==> src/rtl/alu_pkg.sv <==
// ============================================================================
// Module   : alu_pkg
// Brief    : Opcode encodings and NZCV flag bit positions shared by the ALU and
//            the execute stage.
// Revision : 1.0
// ============================================================================
`default_nettype none

package alu_pkg;

  localparam logic [2:0] ALU_NOP   = 3'd0;
  localparam logic [2:0] ALU_ADD   = 3'd1;
  localparam logic [2:0] ALU_SUB   = 3'd2;
  localparam logic [2:0] ALU_AND   = 3'd3;
  localparam logic [2:0] ALU_OR    = 3'd4;
  localparam logic [2:0] ALU_XOR   = 3'd5;
  localparam logic [2:0] ALU_CMP   = 3'd6;
  localparam logic [2:0] ALU_SHIFT = 3'd7;

  localparam int FLG_N = 3;
  localparam int FLG_Z = 2;
  localparam int FLG_C = 1;
  localparam int FLG_V = 0;

  function automatic logic [3:0] pack_nzcv(input logic n, input logic z,
                                           input logic c, input logic v);
    logic [3:0] f;
    f        = '0;
    f[FLG_N] = n;
    f[FLG_Z] = z;
    f[FLG_C] = c;
    f[FLG_V] = v;
    return f;
  endfunction

endpackage

`default_nettype wire

==> src/rtl/alu.sv <==
// ============================================================================
// Module   : alu
// Brief    : 32-bit combinational ALU, 3-bit opcode, NZCV flag outputs.
// Revision : 1.0
// ============================================================================
`default_nettype none

module alu
  import alu_pkg::*;
(
  input  logic [2:0]  op,
  input  logic [31:0] a,
  input  logic [31:0] b,
  output logic [31:0] dataOut,
  output logic        N,
  output logic        Z,
  output logic        C,
  output logic        V
);

  logic [32:0] sum;
  logic [32:0] diff;
  logic [32:0] shl;
  logic [31:0] fval;

  assign sum  = {1'b0, a} + {1'b0, b};
  assign diff = {1'b0, a} + {1'b0, ~b} + 33'd1;
  assign shl  = {1'b0, a} << b[1:0];

  // CMP sets flags from a-b but produces no data; NOP produces neither.
  always_comb begin
    dataOut = '0;
    fval    = '0;
    C       = 1'b0;
    V       = 1'b0;
    case (op)
      ALU_ADD: begin
        dataOut = sum[31:0];
        fval    = sum[31:0];
        C       = sum[32];
        V       = ~(a[31] ^ b[31]) & (sum[31] ^ a[31]);
      end
      ALU_SUB: begin
        dataOut = diff[31:0];
        fval    = diff[31:0];
        C       = diff[32];
        V       = (a[31] ^ b[31]) & (diff[31] ^ a[31]);
      end
      ALU_AND: begin
        dataOut = a & b;
        fval    = a & b;
      end
      ALU_OR: begin
        dataOut = a | b;
        fval    = a | b;
      end
      ALU_XOR: begin
        dataOut = a ^ b;
        fval    = a ^ b;
      end
      ALU_CMP: begin
        fval = diff[31:0];
        C    = diff[32];
        V    = (a[31] ^ b[31]) & (diff[31] ^ a[31]);
      end
      ALU_SHIFT: begin
        dataOut = shl[31:0];
        fval    = shl[31:0];
        C       = shl[32];
      end
      default: ;
    endcase
    N = fval[31];
    Z = (op != ALU_NOP) && (fval == 32'd0);
  end

endmodule

`default_nettype wire

==> src/rtl/alu_result_fifo.sv <==
// ============================================================================
// Module   : alu_result_fifo
// Brief    : Circular result queue; head is zero while empty.
// Revision : 1.0
// ============================================================================
`default_nettype none

module alu_result_fifo #(
  parameter int DEPTH = 2,
  parameter int WIDTH = 41
) (
  input  logic             clk,
  input  logic             rst_n,
  input  logic             push,
  input  logic [WIDTH-1:0] push_data,
  input  logic             pop,
  output logic [WIDTH-1:0] head_data,
  output logic             full,
  output logic             empty
);

  localparam int PTR_W = $clog2(DEPTH);
  localparam int CNT_W = $clog2(DEPTH + 1);

  logic [WIDTH-1:0] mem_q [DEPTH];
  logic [WIDTH-1:0] mem_d [DEPTH];
  logic [PTR_W-1:0] wr_ptr_q, wr_ptr_d;
  logic [PTR_W-1:0] rd_ptr_q, rd_ptr_d;
  logic [CNT_W-1:0] count_q, count_d;

  assign full      = (count_q == CNT_W'(DEPTH));
  assign empty     = (count_q == '0);
  assign head_data = empty ? '0 : mem_q[rd_ptr_q];

  // Pointers wrap naturally because DEPTH is a power of two.
  always_comb begin
    mem_d    = mem_q;
    wr_ptr_d = wr_ptr_q;
    rd_ptr_d = rd_ptr_q;
    count_d  = count_q;
    if (push) begin
      mem_d[wr_ptr_q] = push_data;
      wr_ptr_d        = wr_ptr_q + PTR_W'(1);
    end
    if (pop) begin
      rd_ptr_d = rd_ptr_q + PTR_W'(1);
    end
    case ({push, pop})
      2'b10:   count_d = count_q + CNT_W'(1);
      2'b01:   count_d = count_q - CNT_W'(1);
      default: count_d = count_q;
    endcase
  end

  always_ff @(posedge clk or negedge rst_n) begin
    if (!rst_n) begin
      wr_ptr_q <= '0;
      rd_ptr_q <= '0;
      count_q  <= '0;
    end else begin
      wr_ptr_q <= wr_ptr_d;
      rd_ptr_q <= rd_ptr_d;
      count_q  <= count_d;
    end
  end

  always_ff @(posedge clk) begin
    mem_q <= mem_d;
  end

endmodule

`default_nettype wire

==> src/rtl/alu_exec_stage.sv <==
// ============================================================================
// Module   : alu_exec_stage
// Brief    : Registered ALU execute stage with result queue and NZCV status.
//            Define ALU_EXEC_FWD_EN to forward the previous result onto A/B.
// Revision : 1.0
// ============================================================================
`default_nettype none

module alu_exec_stage
  import alu_pkg::*;
#(
  parameter int DEPTH = 2,
  parameter int TAG_W = 5
) (
  input  logic             clk,
  input  logic             rst_n,
  input  logic             in_valid,
  output logic             in_ready,
  input  logic [2:0]       in_op,
  input  logic [31:0]      in_a,
  input  logic [31:0]      in_b,
  input  logic [TAG_W-1:0] in_tag,
  input  logic             in_setflags,
  input  logic             in_fwd_a,
  input  logic             in_fwd_b,
  output logic             out_valid,
  input  logic             out_ready,
  output logic [31:0]      out_data,
  output logic [TAG_W-1:0] out_tag,
  output logic [3:0]       out_flags,
  output logic [3:0]       status_nzcv
);

  localparam int ENT_W = 32 + TAG_W + 4;

  logic             op_valid_q, op_valid_d;
  logic [2:0]       op_q, op_d;
  logic [31:0]      a_q, a_d;
  logic [31:0]      b_q, b_d;
  logic [TAG_W-1:0] tag_q, tag_d;
  logic             setflags_q, setflags_d;
  logic [3:0]       status_q, status_d;

  logic             accept, advance, pop, q_full, q_empty;
  logic [31:0]      bus_a, bus_b, alu_data;
  logic             alu_n, alu_z, alu_c, alu_v;
  logic [3:0]       alu_flags;
  logic [ENT_W-1:0] head;

  assign pop       = out_valid & out_ready;
  assign advance   = op_valid_q & (~q_full | pop);
  assign in_ready  = ~op_valid_q | advance;
  assign accept    = in_valid & in_ready;
  assign alu_flags = pack_nzcv(alu_n, alu_z, alu_c, alu_v);

`ifdef ALU_EXEC_FWD_EN
  logic        fwd_a_q, fwd_a_d;
  logic        fwd_b_q, fwd_b_d;
  logic [31:0] last_result_q, last_result_d;

  // Every advancing op, NOP included, becomes the next forwarding source.
  always_comb begin
    fwd_a_d       = fwd_a_q;
    fwd_b_d       = fwd_b_q;
    last_result_d = last_result_q;
    if (accept) begin
      fwd_a_d = in_fwd_a;
      fwd_b_d = in_fwd_b;
    end
    if (advance) begin
      last_result_d = alu_data;
    end
  end

  always_ff @(posedge clk or negedge rst_n) begin
    if (!rst_n) begin
      fwd_a_q       <= 1'b0;
      fwd_b_q       <= 1'b0;
      last_result_q <= '0;
    end else begin
      fwd_a_q       <= fwd_a_d;
      fwd_b_q       <= fwd_b_d;
      last_result_q <= last_result_d;
    end
  end

  assign bus_a = fwd_a_q ? last_result_q : a_q;
  assign bus_b = fwd_b_q ? last_result_q : b_q;
`else
  logic unused_fwd;
  assign unused_fwd = in_fwd_a ^ in_fwd_b;
  assign bus_a      = a_q;
  assign bus_b      = b_q;
`endif

  always_comb begin
    op_valid_d = op_valid_q;
    op_d       = op_q;
    a_d        = a_q;
    b_d        = b_q;
    tag_d      = tag_q;
    setflags_d = setflags_q;
    status_d   = status_q;
    if (advance) begin
      op_valid_d = 1'b0;
      if (setflags_q && (op_q != ALU_NOP)) begin
        status_d = alu_flags;
      end
    end
    if (accept) begin
      op_valid_d = 1'b1;
      op_d       = in_op;
      a_d        = in_a;
      b_d        = in_b;
      tag_d      = in_tag;
      setflags_d = in_setflags;
    end
  end

  always_ff @(posedge clk or negedge rst_n) begin
    if (!rst_n) begin
      op_valid_q <= 1'b0;
      op_q       <= '0;
      a_q        <= '0;
      b_q        <= '0;
      tag_q      <= '0;
      setflags_q <= 1'b0;
      status_q   <= '0;
    end else begin
      op_valid_q <= op_valid_d;
      op_q       <= op_d;
      a_q        <= a_d;
      b_q        <= b_d;
      tag_q      <= tag_d;
      setflags_q <= setflags_d;
      status_q   <= status_d;
    end
  end

  alu u_alu (
    .op      (op_q),
    .a       (bus_a),
    .b       (bus_b),
    .dataOut (alu_data),
    .N       (alu_n),
    .Z       (alu_z),
    .C       (alu_c),
    .V       (alu_v)
  );

  alu_result_fifo #(
    .DEPTH (DEPTH),
    .WIDTH (ENT_W)
  ) u_fifo (
    .clk       (clk),
    .rst_n     (rst_n),
    .push      (advance),
    .push_data ({alu_data, tag_q, alu_flags}),
    .pop       (pop),
    .head_data (head),
    .full      (q_full),
    .empty     (q_empty)
  );

  assign out_valid   = ~q_empty;
  assign out_data    = head[ENT_W-1 -: 32];
  assign out_tag     = head[4 +: TAG_W];
  assign out_flags   = head[3:0];
  assign status_nzcv = status_q;

endmodule

`default_nettype wire

==> config.mk <==
export PLATFORM = sky130hd
export DESIGN_NAME = alu_exec_stage
export DESIGN_NICKNAME = d
export VERILOG_FILES = /design/src/rtl/alu_pkg.sv /design/src/rtl/alu.sv /design/src/rtl/alu_result_fifo.sv /design/src/rtl/alu_exec_stage.sv
export SDC_FILE = /design/constraint.sdc
export NUM_CORES = 1
export LEC_CHECK = 0
export CAP_MARGIN = 0
export CORE_MARGIN = 1
export CORE_UTILIZATION = 30
export CTS_CLUSTER_DIAMETER = 80
export DETAILED_ROUTE_END_ITERATION = 12
export GPL_TIMING_DRIVEN = 0
export PLACE_DENSITY_LB_ADDON = 0.1
export SLEW_MARGIN = 5
export SYNTH_ARGS = -nofsm -noshare
export SYNTH_HDL_FRONTEND = slang
export SYNTH_HIERARCHICAL = 1
export SYNTH_SLANG_ARGS = --single-unit
==> constraint.sdc <==
create_clock -name clk -period 3.6 [get_ports clk]
set_input_delay 0.72 -clock clk [delete_from_list [all_inputs] [get_ports clk]]
set_output_delay 0.72 -clock clk [all_outputs]
set_load 0.02 [all_outputs]
== Yosys cells after proc, flatten, opt, wreduce, memory -nomap -nowiden ==
Index checks and enable logic that the tools add are counted.
Word-level totals
  bits in registers: 164
  bits in writable memories: 0
  memory bits (read-only): 0
  memories kept: 0
  output and inout bits: 47
  latch bits: 0
Operators by class
  div/mod/pow operators: 0
  bitwise operators: 20
  equality and inequality tests: 10
  shift-type cells: 1
  add/subtract/negate cells: 7
  magnitude comparators: 3
  $mul: 0
  reductions and logical operators: 10
  muxes and demuxes: 14
Operator list (count)
  $pmux W32 S6: 2
  $mux W41: 5
  $bwmux W82: 1
  $add A32 B32 Y33: 2
  $demux W41 S1: 1
  $add A33 B1 Y33 const B: 1
  $shl A32 B2 Y33: 1
  $and A32 B32 Y32: 1
  $logic_not A32 Y1: 1
  $not A32 Y32: 1
  $or A32 B32 Y32: 1
  $xor A32 B32 Y32: 1
  $eq A3 B3 Y1 const B: 4
  $eq A3 B2 Y1 const B: 2
  $and A1 B1 Y1: 5
  $eq A2 B2 Y1 const B: 2
  $ge A2 B2 Y1 const B: 2
  $not A1 Y1: 4
  $not A1 Y2: 2
  $pmux W2 S2: 1
  $reduce_bool A2 Y1: 2
  $eq A3 B1 Y1 const B: 1
  $logic_and A1 B1 Y1: 3
  $pmux W1 S3: 1
  other kinds (13): 18

== Logic depth before layout (Yosys ltp) ==
Gate-level depths: netlist of run 1.
  depth in word-level cells: 8
  depth in mapped cells: 16

== Modules after synthesis ==
The synthesis of run 1 kept the hierarchy.
Modules (own cells, without submodules)
  alu: sequential area each 0.0 µm², area an instance 7129.3 µm², cells each 1080, instances 1
  alu_result_fifo: sequential area each 2562.5 µm², area an instance 3288.2 µm², cells each 189, instances 1
  alu_exec_stage: sequential area each 1951.9 µm², area an instance 2981.6 µm², cells each 173, instances 1

== Worst setup path after synthesis of run 1 ==
No wires, ideal clock.
  kind: register to register
  start: register b_q[1]
  end: register status_q[2] (netlist: status_nzcv[2])
  library setup time: 0.065 ns
  stages on the path, launching flop included: 17
  clock period less this slack: 3.982 ns
  path buffers: 2
  data arrival time: 3.917 ns
  setup slack: -0.382 ns
  cells stage by stage: dfrtp_1 -> buf_2 -> clkbuf_1 -> inv_1 -> ha_1 -> o21bai_1 -> nand3_1 -> a211oi_2 -> a211oi_2 -> nand3b_1 -> or4b_1 -> a2111oi_2 -> o2111a_1 -> and4_1 -> and4b_1 -> o211a_1 -> mux2_2
Between the ends
  word-level cells in the longest chain between the ends: 6
Ends and longest elaborated chain
  start: declaration: line alu_exec_stage.sv:39  | logic [31:0] b_q, b_d;
  start signal: assignment: line alu_exec_stage.sv:125  | b_q <= '0;
  start signal: assignment: line alu_exec_stage.sv:133  | b_q <= b_d;
  $not A32 Y32: line alu.sv:27  | assign diff = {1'b0, a} + {1'b0, ~b} + 33'd1;
  $add A32 B32 Y33: line alu.sv:27
  $add A33 B1 Y33: line alu.sv:27
  $pmux W32 S6 (*): line alu.sv:36  | case (op)
  $logic_not A32 Y1 (*): line alu.sv:74  | Z = (op != ALU_NOP) && (fval == 32'd0);
  $logic_and A1 B1 Y1 (*): line alu.sv:74
  named net alu_z: line alu_exec_stage.sv:46  | logic alu_n, alu_z, alu_c, alu_v;
  end signal: assignment: line alu_exec_stage.sv:136  | status_q <= status_d;
  end: declaration: line alu_exec_stage.sv:42  | logic [3:0] status_q, status_d;
Mark *: on every way through the listed nets, which the timed path passes. The rest lies on a longest branch.
A chain may end at the register's enable or synchronous reset.

== Final worst setup path of run 1 ==
Ends and elaborated chain as after synthesis.

==> flow_summary.json, run 1 <==
{
  "crit_type": "flip-flop to flip-flop",
  "syn_avg_cell_area_um2": 9.29,
  "max_cap_viol_count": 0,
  "synth_most_common_cell": "nor2_1",
  "dr.pass1.iters": 5,
  "placed_area_mm2": 0.0155,
  "maxClockFrequency_mhz": 248,
  "wl_um": 53200,
  "cp.buffers_inverters": 5,
  "path_cells": "buf_12, buf_12, clkbuf_16, clkinvlp_4, ha_4, a21oi_2, nand4b_1, buf_6, a21oi_4, or2_4, o22ai_4, a31oi_1, nand4b_1, nor4bb_2, nand4_1, nor4b_2, o211a_1, mux2_2",
  "antenna_found_initial": 0,
  "htree_levels": 4,
  "yosys_warnings": 6,
  "avgViaCountPerCell": 5.46,
  "period_needed_ns": 4.02,
  "worstHoldPathType": "input pin to async pin",
  "ys_ff_latch": 164,
  "comb_power_share_pct": 66.5,
  "synthXorXnorAreaFrac_pct": 2.75,
  "grt_pass1_vias": 12000,
  "clkSinkCount": 164,
  "max_slew.worst_pin.slew_ns": 0.947,
  "synth_enable_flop_cells": 82,
  "ff2ff_path_depth": 18,
  "syn_inst": 1442,
  "p_leak_nw": 7.31,
  "setup_violations": 4,
  "power_mw": 15.4,
  "rsz0062_at_grt": "true",
  "critPathArrivalTime_ns": 4.42,
  "layout_setup_ws_ns": -0.424,
  "p_int_mw": 8.00,
  "path_delay_family": "simple AND/OR/NAND/NOR gates",
  "outcome": "finished, violations left",
  "grt_overflow": 0,
  "yosys.area_share.simple_pct": 13.1,
  "critPathCaptureType": "flip-flop",
  "slew_viol_final": 0,
  "finalCritPeriodShare_pct": 112,
  "violations": "setup timing",
  "grt_pass1_wl_um": 78300,
  "yosys.area.top_type": "edfxtp_1",
  "dp.cells": 2160,
  "nFillCells": 4517,
  "cp_num_cells": 18,
  "drtAntennaViolNets": 0,
  "finalNetCount": 1837,
  "n_antenna_cell": 0,
  "skew_ns": 0.0178,
  "ys_async_sr_fraction_pct": 50.0,
  "syn_to_final_growth_pct": 31.8,
  "ir_drop_mv": 0.407,
  "stdcell_count": 2256,
  "ios": 126,
  "netlist_area_mm2": 0.0134,
  "p_sw_share_pct": 48.1,
  "gp_congestion": 0.968,
  "synth_fa_ha_area_share_pct": 10.1,
  "io_buffer_count": 123,
  "power_frac_seq_pct": 20.7,
  "cp-startpoint": "b_q[1]",
  "final_cell_area_mm2": 0.0177,
  "num_vias": 12300,
  "ys_top_cells_by_count": "nor2_1 (121), inv_1 (106), ha_1 (105), nand2_1 (101), mux2i_1 (100)",
  "pwr-share-clk_pct": 12.8,
  "grt_max_degree": 45,
  "cp_max_fo": 4,
  "post_drt_wl_per_cell_um": 23.6,
  "worstPathRequired_ns": 3.99,
  "drc": 0,
  "synth_nets": 1628,
  "regToRegSetupSlack_ns": -0.42,
  "power.density_mw_per_mm2": 873,
  "start_kind": "flip-flop",
  "die_w_um": 213,
  "cts_root_buf": "clkbuf_16",
  "cts_made_buffers": 17,
  "r2r-start": "b_q[1]",
  "dieArea_mm2": 0.0455,
  "max_stage_delay_ns": 0.43,
  "final_hold_viol_count": 0,
  "rows": 77,
  "yosysSeqAreaShare_pct": 33.7,
  "cts_tree": "done",
  "max-slew-margin-rel_pct": 36.9,
  "initial_core_util_pct": 30.4,
  "drive_gt1_share_pct": 25.3,
  "muxShareOfSynthArea_pct": 14.3,
  "coreArea_mm2": 0.0441,
  "yosys-top-cells-area": "edfxtp_1 (18%), dfrtp_1 (15%), ha_1 (9.8%)",
  "cpMaxStageDelayCell": "dfrtp_2",
  "clk_pin_slew_ns": 0.07,
  "globalRouteTotalUtil_pct": 23.6,
  "synth_cell_types": 94,
  "whs_ns": 0.248,
  "ctsHoldBuffers": 0,
  "dpl.hpwl_um": 40300,
  "p_sw_mw": 7.41,
  "synth_top_family_by_area": "compound AO/OA/AOI/OAI gates",
  "drt_iter0_drc": 878,
  "die_h_um": 213,
  "clk_latency_ns": 0.47,
  "synthDominantCellAreaShare_pct": 18.4,
  "cts_buffer_depth": 2,
  "synth_compound_area_share_pct": 19.7,
  "synth_ff_type": "edfxtp_1"
}
cell type report:
cell class	count	area (µm²)	area share, %
multi-input cells	1083	8890	50.3
flip-flops and latches	164	4540	25.7
repair buffers	197	1870	10.6
well taps	592	741	4.19
plain buffers	80	591	3.34
clock buffers	18	439	2.49
inverters	108	415	2.35
clock inverters	14	173	0.978
state kept, by name, indices dropped and copies added, names as in the netlist:
signal / flops
u_fifo/wr_ptr_q: 1
op_q: 3
tag_q: 5
u_fifo/rd_ptr_q: 1
u_fifo/count_q: 2
op_valid_q: 1
status_nzcv: 4
b_q: 32
u_fifo/mem_q: 82
a_q: 32
setflags_q: 1
per-stage QoR:
| step | utilization (%) | setup WS, ns | TNS, ns |
|---|---|---|---|
| floorplan | - | 0.00716 | 0 |
| global placement | 34.9 | -1.98 | -282.19 |
| detailed placement | 35.0 | -1.60 | -80.08 |
| CTS | 39.0 | -0.378 | -1.35 |
| global route | 40.0 | -0.434 | -1.75 |
| finish | 40.0 | -0.424 | -1.18 |
worst paths after layout:
check                                   end
max                          status_nzcv[2]
min                                  b_q[8]
max reg2reg                  status_nzcv[2]
min reg2reg                u_fifo/mem_q[46]
max in group asynchronous           b_q[30]
min in group clk           u_fifo/mem_q[46]
kinds of logic after synthesis:
family | count (synthesis)
DFF | 164
xor gates and xnor gates | 42
muxes | 181
adders and majority gates | 107
AOI/OAI and AO/OA | 389
and+or+nand+nor | 364
buffers and inverters | 195
power by group through the flow:
stage / sequential (mW) / clock, mW / combinational [mW]
5_1_grt: 3.28 / 2.10 / 10.9
2_1_floorplan: 3.12 / 0 / 5.58
6_report: 3.19 / 1.98 / 10.2
4_1_cts: 3.21 / 2.03 / 9.67
3_5_place_dp: 3.22 / 0 / 8.71
3_3_place_gp: 3.23 / 0 / 8.66
metal layers:
| layer | global-route usage [%] | share of wire, % |
|---|---|---|
| met5 | 0 | 0 |
| met4 | 8.50 | 3.0 |
| met3 | 3.43 | 6.4 |
| met2 | 37.3 | 45 |
| met1 | 32.6 | 45 |
cell usage in the layout, fill, tap and decap left out, types with 8 or more instances in the layout:
cell             count
buf_6               21
buf_2               15
dfrtp_1             59
o21ai_0             75
a21o_1              21
nor2b_1             13
a21oi_2             10
a221oi_1            10
ha_1                94
clkbuf_2            10
mux2i_1             99
clkbuf_1            17
o21ai_1             10
clkbuf_16           19
dfrtp_2             23
clkbuf_4             8
nor3_1              19
nand2b_1            11
edfxtp_1            82
buf_4               74
inv_1              101
a221oi_2            10
nor2_1             114
o22ai_1             22
a31oi_1             12
nand2_1             97
a21oi_1             70
o211ai_1            11
xor2_1               8
mux2_2              75
o21bai_1            10
xnor2_1             32
nand3_1             21
clkdlybuf4s50_1    122
a211oi_2             8
nand4_1             10
repair_timing:
action / in CTS / in global routing
setup endpoints to repair: 76 / 40
resized for setup: 185 / 82
setup buffers: 52 / 19
pin swaps: 46 / 34
worst register-to-register path: stages (launching register included):
cell and delay (ns):
dfrtp_2 0.43, buf_12 0.15, buf_12 0.13, clkbuf_16 0.15
clkinvlp_4 0.10, ha_4 0.23, a21oi_2 0.15, nand4b_1 0.19
buf_6 0.16, a21oi_4 0.07, or2_4 0.27, o22ai_4 0.20
a31oi_1 0.13, nand4b_1 0.31, nor4bb_2 0.32, nand4_1 0.22
nor4b_2 0.29, o211a_1 0.29, mux2_2 0.18
Note: power is estimated with default switching activity, not from simulation.
==> inputs of run 2 (changes only) <==
CORE_MARGIN = default   (was 1)
clock period = 4.72 ns   (was 3.6 ns; I/O delays follow)
==> run 2 against run 1 <==
Against the previous run: clock power is 29% lower; largest cell class unchanged; sequential share of layout area is 2.1 points higher; sequential power is 24% lower; the run now ends clean; die area stayed put; critical endpoint is now u_fifo/mem_q[13]; largest power group unchanged.
==> flow_summary.json, run 2 (synthesis results as in run 1) <==
{
  "outcome": "finished, final reports clean",
  "max_stage_delay_ns": 0.59,
  "drtAntennaViolNets": 0,
  "cts_made_buffers": 17,
  "die_w_um": 213,
  "max_cap_viol_count": 0,
  "cts_root_buf": "clkbuf_16",
  "cpMostUsedCell": "clkbuf_1",
  "num_vias": 11900,
  "ctsHoldBuffers": 0,
  "cpMaxStageDelayCell": "clkbuf_1",
  "avgViaCountPerCell": 5.41,
  "dp.cells": 2160,
  "pwr-share-clk_pct": 13.2,
  "globalRouteTotalUtil_pct": 22.7,
  "finalNetCount": 1776,
  "final_cell_area_mm2": 0.0162,
  "stdcell_count": 2195,
  "multi_input_area_mm2": 0.00818,
  "htree_levels": 4,
  "cp_max_fo": 10,
  "dieArea_mm2": 0.0455,
  "worstHoldPathType": "input pin to async pin",
  "power_frac_seq_pct": 22.7,
  "start_kind": "flip-flop",
  "final_hold_viol_count": 0,
  "final_common_cell": "clkdlybuf4s50_1",
  "syn_to_final_growth_pct": 21.0,
  "rows": 77,
  "p_sw_mw": 5.17,
  "clk_pin_slew_ns": 0.06,
  "tns_ns": 0,
  "critPathArrivalTime_ns": 4.81,
  "clkSinkCount": 164,
  "grt_overflow": 0,
  "max_slew.worst_pin.slew_ns": 1.05,
  "drc": 0,
  "cp.buffers_inverters": 7,
  "regArea_mm2": 0.00452,
  "antenna_found_initial": 0,
  "slew_viol_final": 0,
  "period_needed_ns": 4.70,
  "ir_drop_mv": 0.245,
  "regMostFlops": "u_fifo/mem_q",
  "layout_common_cells": "clkdlybuf4s50_1 (122), nor2_1 (120), inv_1 (106)",
  "nFillCells": 4615,
  "dpl.hpwl_um": 39900,
  "coreArea_mm2": 0.0441,
  "top_regs": "u_fifo/mem_q (82), a_q (32), b_q (32)",
  "worstPathRequired_ns": 4.83,
  "drive_gt1_share_pct": 13.0,
  "n_antenna_cell": 0,
  "rsz0062_at_grt": "false",
  "p_int_mw": 5.48,
  "p_leak_nw": 6.80,
  "largest_register_ffs": 82,
  "p_sw_share_pct": 48.5,
  "ios": 126,
  "comb_power_share_pct": 64.1,
  "placed_area_mm2": 0.0154,
  "setup_violations": 0,
  "clk_latency_ns": 0.46,
  "initial_core_util_pct": 30.4,
  "io_buffer_count": 123,
  "dr.pass1.iters": 6,
  "maxClockFrequency_mhz": 213,
  "gp_congestion": 0.970,
  "critPathCaptureType": "flip-flop",
  "skew_ns": 0.0146,
  "path_cells": "clkbuf_1, clkbuf_2, clkbuf_2, buf_2, clkbuf_1, nand2b_1, clkbuf_1, clkbuf_1, o21ai_0",
  "crit_type": "flip-flop to flip-flop",
  "max-slew-margin-rel_pct": 29.9,
  "grt_max_degree": 49,
  "grt_pass1_vias": 11800,
  "cts_tree": "done",
  "wl_um": 50800,
  "finalCritPeriodShare_pct": 99.7,
  "drt_iter0_drc": 899,
  "path_delay_family": "buffers and inverters",
  "post_drt_wl_per_cell_um": 23.1,
  "cts_buffer_depth": 2,
  "die_h_um": 213,
  "grt_pass1_wl_um": 75700,
  "power.density_mw_per_mm2": 657
}
==> run 2: per-layer routing <==
metal,GRT usage [%],vias to the layer above,part of all wire [%]
li1,-,5536,-
met5,0,-,0
met3,3.18,63,5.7
met4,8.57,0,3.0
met1,31.7,5873,47
met2,35.4,399,44
==> run 2: final timing paths <==
| kind | startpoint | slack, ns | depth (start not counted) | end |
|---|---|---|---|---|
| worst max-delay path | op_q[2] | 0.02 | 9 | u_fifo/mem_q[13] |
| worst min-delay path | rst_n | 0.46 | 1 | b_q[8] |
| worst max register to register | op_q[2] | 0.02 | 9 | u_fifo/mem_q[13] |
| worst min register to register | tag_q[2] | 0.46 | 0 | u_fifo/mem_q[6] |
| max in group asynchronous | rst_n | 3.62 | 2 | tag_q[1] |
| min in group clk | tag_q[2] | 0.47 | 0 | u_fifo/mem_q[6] |
==> run 2: area by class of cell <==
cell class / instances / area share (%)
Sequential cell: 164 / 27.9
Multi-Input combinational cell: 1083 / 50.4
Inverter: 108 / 2.50
Tap cell: 592 / 4.57
Timing Repair Buffer: 130 / 8.18
Clock inverter: 8 / 0.625
Clock buffer: 24 / 2.85
Buffer: 86 / 2.99
==> run 2: through the flow <==
step                total power, mW  worst slack (ns)  hold WS, ns  utilization, %
detailed placement             9.07             -1.49        0.459            35.0
floorplan                      6.63             0.738        0.438               -
global route                   11.3           0.00700        0.492            36.7
finish                         10.6            0.0157        0.465            36.7
CTS                            10.5           0.00701        0.473            36.4
global placement               9.03             -1.48        0.444            34.8
==> run 2: worst register-to-register path: stages (launching register included) <==
cell and delay (ns):
dfrtp_1 0.38, clkbuf_1 0.31, clkbuf_2 0.42, clkbuf_2 0.42
buf_2 0.43, clkbuf_1 0.60, nand2b_1 0.37, clkbuf_1 0.48
clkbuf_1 0.57, o21ai_0 0.39
==> run 2: power groups by stage <==
stage	Combinational [mW]	Clock [mW]	Sequential [mW]
after floorplan	4.25	0	2.38
after global placement	6.57	0	2.46
after detailed placement	6.62	0	2.45
after CTS	6.68	1.44	2.43
after global routing	7.35	1.49	2.48
final	6.83	1.40	2.41
==> run 2: repair_timing <==
action / in CTS / in global routing
setup endpoints to repair: 43 / 3
pin swaps: 1 / 2
setup buffers: 0 / 4
resized for setup: 22 / 26
hold endpoints to repair: 0 / 0
==> inputs of run 3 (changes only) <==
REMOVE_ABC_BUFFERS = 1   (was default)
==> run 3 against run 2 <==
Against the previous run: sequential cell count did not move; largest cell class unchanged; sequential share of layout area up 0.57 points; die area unchanged.
==> flow_summary.json, run 3 (synthesis results as in run 1) <==
{
  "fin_util_pct": 36.1,
  "ctsHoldBuffers": 0,
  "path_delay_family": "compound AO/OA/AOI/OAI gates",
  "dieArea_mm2": 0.0455,
  "globalRouteTotalUtil_pct": 20.0,
  "drt_iter0_drc": 771,
  "drc": 0,
  "gp_congestion": 0.889,
  "grt_util_met2_pct": 31.2,
  "cts_tree": "done",
  "drive_gt1_share_pct": 12.2,
  "cts_buffer_depth": 2,
  "power.density_mw_per_mm2": 643,
  "slew_viol_final": 0,
  "p_sw_share_pct": 48.1,
  "rows": 77,
  "critPathArrivalTime_ns": 4.96,
  "r2r-end": "status_nzcv[2]",
  "dpl.hpwl_um": 33500,
  "final_hold_viol_count": 0,
  "htree_levels": 4,
  "worstHoldPathType": "input pin to async pin",
  "antenna_found_initial": 0,
  "clk_pin_slew_ns": 0.06,
  "syn_to_final_growth_pct": 18.9,
  "gr-usage-met3_pct": 3.21,
  "layout_common_cells": "clkdlybuf4s50_1 (122), nor2_1 (118), inv_1 (105)",
  "wl_um": 45100,
  "max_cap_viol_count": 0,
  "largest_register_ffs": 82,
  "n_antenna_cell": 0,
  "dr.pass1.iters": 5,
  "setup_violations": 0,
  "cp_max_fo": 11,
  "num_vias": 11300,
  "top_regs": "u_fifo/mem_q (82), a_q (32), b_q (32)",
  "finalCritPeriodShare_pct": 96.6,
  "cpMaxStageDelayCell": "dfrtp_4",
  "worstPathRequired_ns": 5.12,
  "period_needed_ns": 4.56,
  "comb_power_share_pct": 62.0,
  "clk_latency_ns": 0.47,
  "initial_core_util_pct": 30.4,
  "outcome": "finished, final reports clean",
  "dp.cells": 2082,
  "gr-usage-met1_pct": 28.0,
  "stdcell_count": 2122,
  "io_buffer_count": 123,
  "ios": 126,
  "post_drt_wl_per_cell_um": 21.3,
  "path_cells": "ha_1, fa_1, a21o_1, a221oi_4, o21bai_1, o31ai_2, o21ai_1, a221oi_2, mux2i_1, a21oi_1, a21boi_0, nor4b_2, o211a_1, mux2_2",
  "die_h_um": 213,
  "avgViaCountPerCell": 5.34,
  "p_leak_nw": 6.60,
  "ir_drop_mv": 0.234,
  "crit_type": "flip-flop to flip-flop",
  "coreArea_mm2": 0.0441,
  "regToRegSetupSlack_ns": 0.16,
  "die_w_um": 213,
  "power_frac_seq_pct": 25.0,
  "grt_overflow": 0,
  "finalNetCount": 1704,
  "skew_ns": 0.0161,
  "final_common_cell": "clkdlybuf4s50_1",
  "regMostFlops": "u_fifo/mem_q",
  "start_kind": "flip-flop",
  "ff2ff_path_depth": 14,
  "critPathCaptureType": "flip-flop",
  "pwr-share-clk_pct": 13.0,
  "grt_pass1_wl_um": 68200,
  "r2r-start": "b_q[0]",
  "maxClockFrequency_mhz": 219,
  "cp.buffers_inverters": 0,
  "p_int_mw": 5.32,
  "drtAntennaViolNets": 0,
  "clkSinkCount": 164,
  "p_sw_mw": 4.93,
  "max-slew-margin-rel_pct": 27.2,
  "grt_pass1_vias": 11000,
  "cts_root_buf": "clkbuf_16",
  "grt-busiest-layer": "met2",
  "max_stage_delay_ns": 0.57,
  "max_slew.worst_pin.slew_ns": 1.09,
  "cts_made_buffers": 17,
  "tns_ns": 0,
  "grt_max_degree": 76
}
[run 3: cell types whose count changed in the layout (fill, tap and decap cells not counted), sizes merged]
cell      delta
clkbuf      -50
buf         -28
clkinvlp     +4
bufinv       -2
inv          +2
clkinv       +1
[run 3: through the flow]
step                      setup WS, ns  total power, mW  hold slack, ns  instance area (µm²)
after floorplan                  0.359             6.48           0.438                12900
after global placement           -2.78             8.67           0.441                14900
after detailed placement        -0.570             8.76           0.452                15200
after CTS                       0.0220             10.2           0.468                15800
after global routing           -0.0156             10.9           0.488                15900
final                            0.162             10.2           0.465                15900
[run 3: worst max path at each step]
| stage | cells past startpoint | start | to | slack (ns) |
|---|---|---|---|---|
| 5_1_grt | 14 | b_q[0] | status_nzcv[2] | -0.02 |
| 3_3_place_gp | 12 | op_q[0] | status_nzcv[2] | -2.78 |
| 4_1_cts | 14 | b_q[0] | status_nzcv[2] | 0.02 |
| 6_report | 14 | b_q[0] | status_nzcv[2] | 0.16 |
| 2_1_floorplan | 14 | b_q[1] | status_nzcv[2] | 0.36 |
| 3_5_place_dp | 13 | op_q[1] | status_nzcv[2] | -0.57 |
[run 3: final cells by class]
| type | count | area, µm² |
|---|---|---|
| Clock buffer | 18 | 429 |
| Inverter | 108 | 409 |
| Timing Repair Buffer | 144 | 1550 |
| Fill cell | 4656 | 28200 |
| Sequential cell | 164 | 4530 |
| Tap cell | 592 | 741 |
| Clock inverter | 13 | 103 |
| Multi-Input combinational cell | 1083 | 8160 |
[run 3: layer usage]
layer | share of wire, % | up-vias
met4 | 2.4 | 0
met5 | 0 | -
met1 | 47 | 5556
met3 | 5.4 | 44
met2 | 45 | 338
li1 | - | 5387
[run 3: power by group through the flow]
stage	Clock (mW)	Combinational (mW)	Sequential [mW]
final	1.33	6.35	2.56
after global routing	1.42	6.89	2.64
after CTS	1.37	6.24	2.59
after detailed placement	0	6.14	2.62
after global placement	0	5.96	2.71
after floorplan	0	3.95	2.53
[run 3: repair_timing]
item / in CTS / in global routing
gates resized for setup: 11 / 17
pin swaps: 0 / 6
endpoints found under the setup margin: 3 / 3
buffers inserted: 3 / 6
